===== src/rtl/alu_share_arbiter.sv =====
// alu_share_arbiter
// Shares one combinational execute-stage ALU between two requesters
// (0 = integer pipe, 1 = branch/address unit). Round-robin arbitration
// feeds a registered ALU input stage; the ALU result is captured one
// cycle later into a 2-entry in-order response FIFO per requester.
//
// Ports:
//   CLK, RESET                  clock, synchronous active-high reset
//   REQx_VALID/READY            issue handshake per requester
//   REQx_IN1/IN2/OP             operands and ALU op code
//   ALU_IN1/IN2/INSTRUCTION     registered operands/op to the ALU
//   ALU_OUT, BRANCH_TAKEN       combinational ALU result
//   RSPx_VALID/READY            response handshake per requester
//   RSPx_DATA/BRANCH            head-entry result and branch flag
//   BUSY                        any operation outstanding
module alu_share_arbiter #(
  parameter int unsigned         DATA_WIDTH = 32,
  parameter int unsigned         OP_WIDTH   = 5,
  parameter logic [OP_WIDTH-1:0] ALU_NOP    = '0
) (
  input  logic                  CLK,
  input  logic                  RESET,
  input  logic                  REQ0_VALID,
  output logic                  REQ0_READY,
  input  logic [DATA_WIDTH-1:0] REQ0_IN1,
  input  logic [DATA_WIDTH-1:0] REQ0_IN2,
  input  logic [OP_WIDTH-1:0]   REQ0_OP,
  input  logic                  REQ1_VALID,
  output logic                  REQ1_READY,
  input  logic [DATA_WIDTH-1:0] REQ1_IN1,
  input  logic [DATA_WIDTH-1:0] REQ1_IN2,
  input  logic [OP_WIDTH-1:0]   REQ1_OP,
  output logic [DATA_WIDTH-1:0] ALU_IN1,
  output logic [DATA_WIDTH-1:0] ALU_IN2,
  output logic [OP_WIDTH-1:0]   ALU_INSTRUCTION,
  input  logic [DATA_WIDTH-1:0] ALU_OUT,
  input  logic                  BRANCH_TAKEN,
  output logic                  RSP0_VALID,
  input  logic                  RSP0_READY,
  output logic [DATA_WIDTH-1:0] RSP0_DATA,
  output logic                  RSP0_BRANCH,
  output logic                  RSP1_VALID,
  input  logic                  RSP1_READY,
  output logic [DATA_WIDTH-1:0] RSP1_DATA,
  output logic                  RSP1_BRANCH,
  output logic                  BUSY
);

  // Outstanding ops per requester: accepted but not yet popped (0..2)
  logic [1:0] cnt_q [2];
  logic       last_grant_q;

  logic                  stage_valid_q;
  logic                  stage_tag_q;
  logic [DATA_WIDTH-1:0] alu_in1_q;
  logic [DATA_WIDTH-1:0] alu_in2_q;
  logic [OP_WIDTH-1:0]   alu_op_q;

  // Response FIFOs: entry = {data, branch}; bit i of the pointers belongs to requester i
  logic [DATA_WIDTH:0] fifo_mem_q [2][2];
  logic [1:0]          fifo_rd_q;
  logic [1:0]          fifo_wr_q;
  logic [1:0]          fifo_cnt_q [2];

  logic [1:0] req_valid;
  logic [1:0] rsp_ready;
  logic [1:0] rsp_valid;
  logic [1:0] pop;
  logic [1:0] push;
  logic [1:0] eligible;
  logic [1:0] ready;
  logic [1:0] grant;

  logic [DATA_WIDTH:0]   head0;
  logic [DATA_WIDTH:0]   head1;
  logic [DATA_WIDTH-1:0] win_in1;
  logic [DATA_WIDTH-1:0] win_in2;
  logic [OP_WIDTH-1:0]   win_op;

  assign req_valid = {REQ1_VALID, REQ0_VALID};
  assign rsp_ready = {RSP1_READY, RSP0_READY};

  always_comb begin
    for (int i = 0; i < 2; i++) begin
      rsp_valid[i] = !RESET && (fifo_cnt_q[i] != 2'd0);
    end
    pop = rsp_valid & rsp_ready;
    // (cnt - pop) < 2 with cnt <= 2: a full requester frees a slot when it pops
    for (int i = 0; i < 2; i++) begin
      eligible[i] = (cnt_q[i] != 2'd2) || pop[i];
    end
    // Each READY yields only to a contending peer that holds priority
    ready[0] = !RESET && eligible[0] && !(req_valid[1] && eligible[1] && !last_grant_q);
    ready[1] = !RESET && eligible[1] && !(req_valid[0] && eligible[0] && last_grant_q);
    grant    = req_valid & ready;
    push     = {stage_valid_q & stage_tag_q, stage_valid_q & ~stage_tag_q};
  end

  // Winner mux; grants are mutually exclusive so grant[1] selects
  assign win_in1 = grant[1] ? REQ1_IN1 : REQ0_IN1;
  assign win_in2 = grant[1] ? REQ1_IN2 : REQ0_IN2;
  assign win_op  = grant[1] ? REQ1_OP  : REQ0_OP;

  always_ff @(posedge CLK) begin
    if (RESET) begin
      cnt_q[0]      <= 2'd0;
      cnt_q[1]      <= 2'd0;
      last_grant_q  <= 1'b1;
      stage_valid_q <= 1'b0;
      stage_tag_q   <= 1'b0;
      alu_in1_q     <= '0;
      alu_in2_q     <= '0;
      alu_op_q      <= ALU_NOP;
      fifo_rd_q     <= 2'b00;
      fifo_wr_q     <= 2'b00;
      fifo_cnt_q[0] <= 2'd0;
      fifo_cnt_q[1] <= 2'd0;
    end else begin
      for (int i = 0; i < 2; i++) begin
        cnt_q[i]      <= cnt_q[i] + {1'b0, grant[i]} - {1'b0, pop[i]};
        fifo_cnt_q[i] <= fifo_cnt_q[i] + {1'b0, push[i]} - {1'b0, pop[i]};
        if (push[i]) fifo_wr_q[i] <= ~fifo_wr_q[i];
        if (pop[i])  fifo_rd_q[i] <= ~fifo_rd_q[i];
      end
      if (|grant) begin
        last_grant_q  <= grant[1];
        stage_valid_q <= 1'b1;
        stage_tag_q   <= grant[1];
        alu_in1_q     <= win_in1;
        alu_in2_q     <= win_in2;
        alu_op_q      <= win_op;
      end else begin
        // Operands hold to avoid needless toggling into the ALU
        stage_valid_q <= 1'b0;
        alu_op_q      <= ALU_NOP;
      end
    end
  end

  // Storage needs no reset; validity is tracked by fifo_cnt_q
  always_ff @(posedge CLK) begin
    for (int i = 0; i < 2; i++) begin
      if (!RESET && push[i]) begin
        fifo_mem_q[i][fifo_wr_q[i]] <= {ALU_OUT, BRANCH_TAKEN};
      end
    end
  end

  assign head0 = fifo_mem_q[0][fifo_rd_q[0]];
  assign head1 = fifo_mem_q[1][fifo_rd_q[1]];

  assign REQ0_READY      = ready[0];
  assign REQ1_READY      = ready[1];
  assign ALU_IN1         = alu_in1_q;
  assign ALU_IN2         = alu_in2_q;
  assign ALU_INSTRUCTION = alu_op_q;
  assign RSP0_VALID      = rsp_valid[0];
  assign RSP1_VALID      = rsp_valid[1];
  assign RSP0_DATA       = rsp_valid[0] ? head0[DATA_WIDTH:1] : '0;
  assign RSP0_BRANCH     = rsp_valid[0] & head0[0];
  assign RSP1_DATA       = rsp_valid[1] ? head1[DATA_WIDTH:1] : '0;
  assign RSP1_BRANCH     = rsp_valid[1] & head1[0];
  assign BUSY            = !RESET && ((cnt_q[0] != 2'd0) || (cnt_q[1] != 2'd0));

endmodule


===== config.mk =====
export PLATFORM = sky130hd
export DESIGN_NAME = alu_share_arbiter
export DESIGN_NICKNAME = d
export VERILOG_FILES = /design/src/rtl/alu_share_arbiter.sv
export SDC_FILE = /design/constraint.sdc
export NUM_CORES = 1
export LEC_CHECK = 0
export CORE_ASPECT_RATIO = 1.25
export CORE_MARGIN = 2
export CORE_UTILIZATION = 46
export CTS_CLUSTER_DIAMETER = 200
export DETAILED_ROUTE_END_ITERATION = 6
export PLACE_DENSITY = 0.93
export SLEW_MARGIN = 10
export SYNTH_ARGS = -nofsm -noshare
export SYNTH_HDL_FRONTEND = slang
export SYNTH_SLANG_ARGS = --single-unit

===== constraint.sdc =====
create_clock -name CLK -period 4.4 [get_ports CLK]
set_input_delay 0.66 -clock CLK [delete_from_list [all_inputs] [get_ports CLK]]
set_output_delay 0.66 -clock CLK [all_outputs]
set_load 0.02 [all_outputs]

==> parameters.txt <==
Parameter                              Value

Outcome
  Status ... finished, final reports clean

Setup path
  Worst setup SP type ... flip-flop
  Delay of the slowest cell on the worst path ... 0.80 ns
  Worst setup EP type ... primary output
  Worst Setup Path Type ... flip-flop to primary output
  Setup slack of the most critical reg-to-reg path ... 1.45 ns
  Largest fanout on the critical path ... 34
  Critical Path Stages ... 5
  Source of the critical timing path ... fifo_cnt_q[0][1]
  FF-to-FF path depth ... 7
  Data arrival time of the worst path ... 2.83 ns
  Delay-heaviest family, CP ... compound AO/OA/AOI/OAI gates
  Destination of the worst register-to-register timing path ... ALU_IN2[11]
  Master of the slowest instance on the critical path ... o21bai_4
  FF-to-FF Start ... fifo_cnt_q[0][1]
  WP data required ... 3.74 ns
  Cell-by-cell listing of the critical path ... o21bai_4 -> inv_2 -> a21oi_2 -> o21a_1 -> clkdlybuf4s50_1
  CP Capture Point ... REQ1_READY
  WP buf/inv ... 2

Global route
  First-pass GRT wire length ... 37.24 mm
  Global-route layer with the greatest usage ... met2
  Pin count of the biggest net entering global routing ... 68
  Remaining global-route overflow ... 0
  GR met3 Demand/Resource ... 6.052%
  Met1 Usage GRT ... 25.68%
  GRT Resource Usage Total ... 21.84%
  Antenna violations before repair ... 0
  Number of global-route vias before repair ... 7021
  Global routing met2 resource utilization ... 39.86%

Logic synthesis
  Number of enable-type register cells in the synthesized netlist ... 132
  FF+latch count, synth ... 216
  Cell variety after synth ... 38
  Most common flop cell mapped by yosys ... edfxtp_1
  Synthesized cell area ... 9309 um2
  Warnings, synthesis ... 0
  Cells after Synth ... 739
  Post-synthesis sequential area ratio ... 60.65%
  Share of flip-flops with an asynchronous set or reset after synthesis ... 0%
  Post-Syn Area per Cell ... 12.60 um2
  Synthesized net count ... 923

Floorplan
  Overall die width ... 131.2 um
  Die Span Y ... 163.0 um
  IO Count ... 317
  Std cell rows ... 58
  Initial Util ... 46.65%
  Full die area ... 21400 um2
  Placeable core region ... 19960 um2

Timing
  Fin crit period ... 3.492 ns
  Worst-Margin Slew ... 1.145 ns
  Summed negative setup slack over all endpoints ... 0 ns
  Number of max-slew violations in the final report ... 0
  Unrepaired setup endpoints after global routing ... no
  Peak Freq ... 286.4 MHz
  Worst Skew ... 0.01546 ns
  Final-layout worst hold slack ... 0.3670 ns
  Hold violation total from the final report ... 0
  Number of setup violations in the final report ... 0
  Relative max-transition margin ... 23.64%
  Final Cycle Share ... 79.37%

Detailed routing
  Count of TritonRoute iterations in the first routing pass ... 4
  DRC violation total after the first TritonRoute iteration ... 391
  Routed via count divided by cell count ... 5.125
  # DRC ... 0
  Total wirelength of the detailed-routed design ... 24.34 mm
  Total via count in the routed design ... 6781
  Number of routed nets with antenna violations ... 0
  Wire per inst ... 18.40 um

Clock network
  Hold buffer count at cts ... 0
  Clock tree from TritonCTS ... yes
  Total clock sinks ... 216
  Cts bufs inserted ... 22
  Post-CTS setup buffer count ... 0
  Number of cells upsized or downsized after cts ... 0
  Buffer cell driving the clock tree root ... clkbuf_16
  Bufs on Longest Clock Path ... 3
  H-tree Lvls ... 1
  Clock insertion delay at the later pin of the skew report ... 0.50 ns
  Post-CTS clock slew at the launch and capture registers of the worst setup and hold paths ... 0.06 ns

Layout
  Net count, final ... 1221
  Layout Cells excl Fill ... 1323
  Count of inserted antenna diode cells ... 0
  Ratio of cells with drive above 1 in the final layout ... 17.85%
  Layout area overhead ... 43.70%

Hold path
  Worst hold-check path type ... primary input to flip-flop
  Worst hold path cell count ... 2

Pwr
  Leakage power figure ... 4.502 nW
  Worst voltage drop across the vdd grid ... 0.2964 mV
  Ratio of total power to cell area ... 427.4 nW/um2

Placement
  Number of placed instances, taps included ... 1283
  Port buffer count ... 316
  Sum of net half-perimeters after detailed placement ... 16.63 mm
  Placer congestion estimate ... 0.7715

Run
  Number of maximum-capacitance violations ... 0
==> per-layer routing <==
layer	up-vias	wire length [um]
li1	3219	-
met5	-	0
met2	278	12530
met3	36	2050
met4	0	434
met1	3248	9321
==> cells in the final DEF, fill, tap and decap left out, drive strengths merged, types with 2 or more instances in the layout <==
cell type	instances
ha	7
edfxtp	132
nor2b	6
inv	13
xor2	5
nand2b	2
a211oi	65
buf	12
bufinv	3
a22o	5
xnor2	7
nor3b	2
mux2i	66
a21oi	68
clkinvlp	2
nand2	67
o21ai	3
dfxtp	84
o21bai	2
clkdlybuf4s50	315
clkbuf	26
clkinv	8
a211o	2
o21a	2
nor2	142
==> worst min path at each step <==
stage	from	end
floorplan	last_grant_q	last_grant_q
global placement	ALU_IN1[22]	ALU_IN1[22]
detailed placement	ALU_IN1[30]	ALU_IN1[30]
CTS	RESET	fifo_rd_q[0]
global route	RESET	fifo_rd_q[0]
finish	RESET	fifo_rd_q[0]
==> logic make-up (layout without fill, tap and decap cells) <==
group,Yosys count,in the layout,share of synthesized area [%]
simple gates,224,224,9.476
buf+inv,65,379,4.073
flops,216,216,60.65
fa+ha+maj,7,7,0.9408
xor+xnor,12,12,1.129
compound gates,149,149,16.64
mux,66,66,7.097
==> cells in the mapped netlist, types with 2 or more instances <==
master | number | share of area (%)
dfxtp_1 | 84 | 18
buf_2 | 11 | 0.59
nand2b_1 | 2 | 0.13
inv_1 | 10 | 0.40
a21oi_2 | 65 | 6.1
edfxtp_1 | 132 | 43
a211oi_2 | 64 | 8.6
buf_6 | 2 | 0.24
xor2_1 | 5 | 0.47
buf_1 | 6 | 0.24
o21a_1 | 2 | 0.16
nor2_1 | 142 | 5.7
mux2i_1 | 66 | 7.1
a22o_1 | 5 | 0.47
buf_4 | 9 | 0.73
a21oi_1 | 3 | 0.16
nor3b_1 | 2 | 0.16
ha_1 | 7 | 0.94
xnor2_1 | 7 | 0.66
o21bai_4 | 2 | 0.40
nand2_1 | 67 | 2.7
clkbuf_1 | 19 | 0.77
nor2b_1 | 6 | 0.40
buf_8 | 6 | 0.97
o21ai_0 | 2 | 0.11
==> stage by stage <==
| step | setup WS [ns] | utilization [%] | power [mW] | instance area [um2] |
|---|---|---|---|---|
| finish | 0.9079 | 67.03 | 5.717 | 13380 |
| CTS | 0.8461 | 67.03 | 5.772 | 13380 |
| global placement | 1.308 | 63.30 | 3.822 | 12630 |
| global route | 0.7325 | 67.03 | 5.950 | 13380 |
| detailed placement | 1.302 | 63.30 | 3.865 | 12630 |
| floorplan | 0.3448 | - | 3.229 | 9309 |
==> report_power, final <==
| group | switching [mW] | internal (mW) | total [mW] | leakage (nW) |
|---|---|---|---|---|
| Combinational | 0.741 | 0.671 | 1.41 | 2.26 |
| Sequential | 0.103 | 2.30 | 2.40 | 1.89 |
| Clock | 0.767 | 1.14 | 1.90 | 0.357 |
==> registers in the layout (all words and copies together) (netlist names) <==
| register | flops |
|---|---|
| fifo_mem_q | 132 |
| fifo_rd_q | 2 |
| ALU_IN2 | 32 |
| ALU_IN1 | 32 |
| cnt_q | 4 |
| fifo_wr_q | 2 |
| stage_tag_q | 1 |
| last_grant_q | 1 |
| fifo_cnt_q | 4 |
| ALU_INSTRUCTION | 5 |
| stage_valid_q | 1 |
==> area by class of cell <==
type / count / area (um2)
sequential: 216 / 5648
multi-input combinational: 458 / 3317
inverter: 12 / 50.05
fill: 1396 / 6580
tap: 270 / 337.8
clock buffer: 26 / 586.8
timing repair buffer: 327 / 3281
clock inverter: 14 / 156.4
Note: power is estimated with default switching activity, not from simulation.
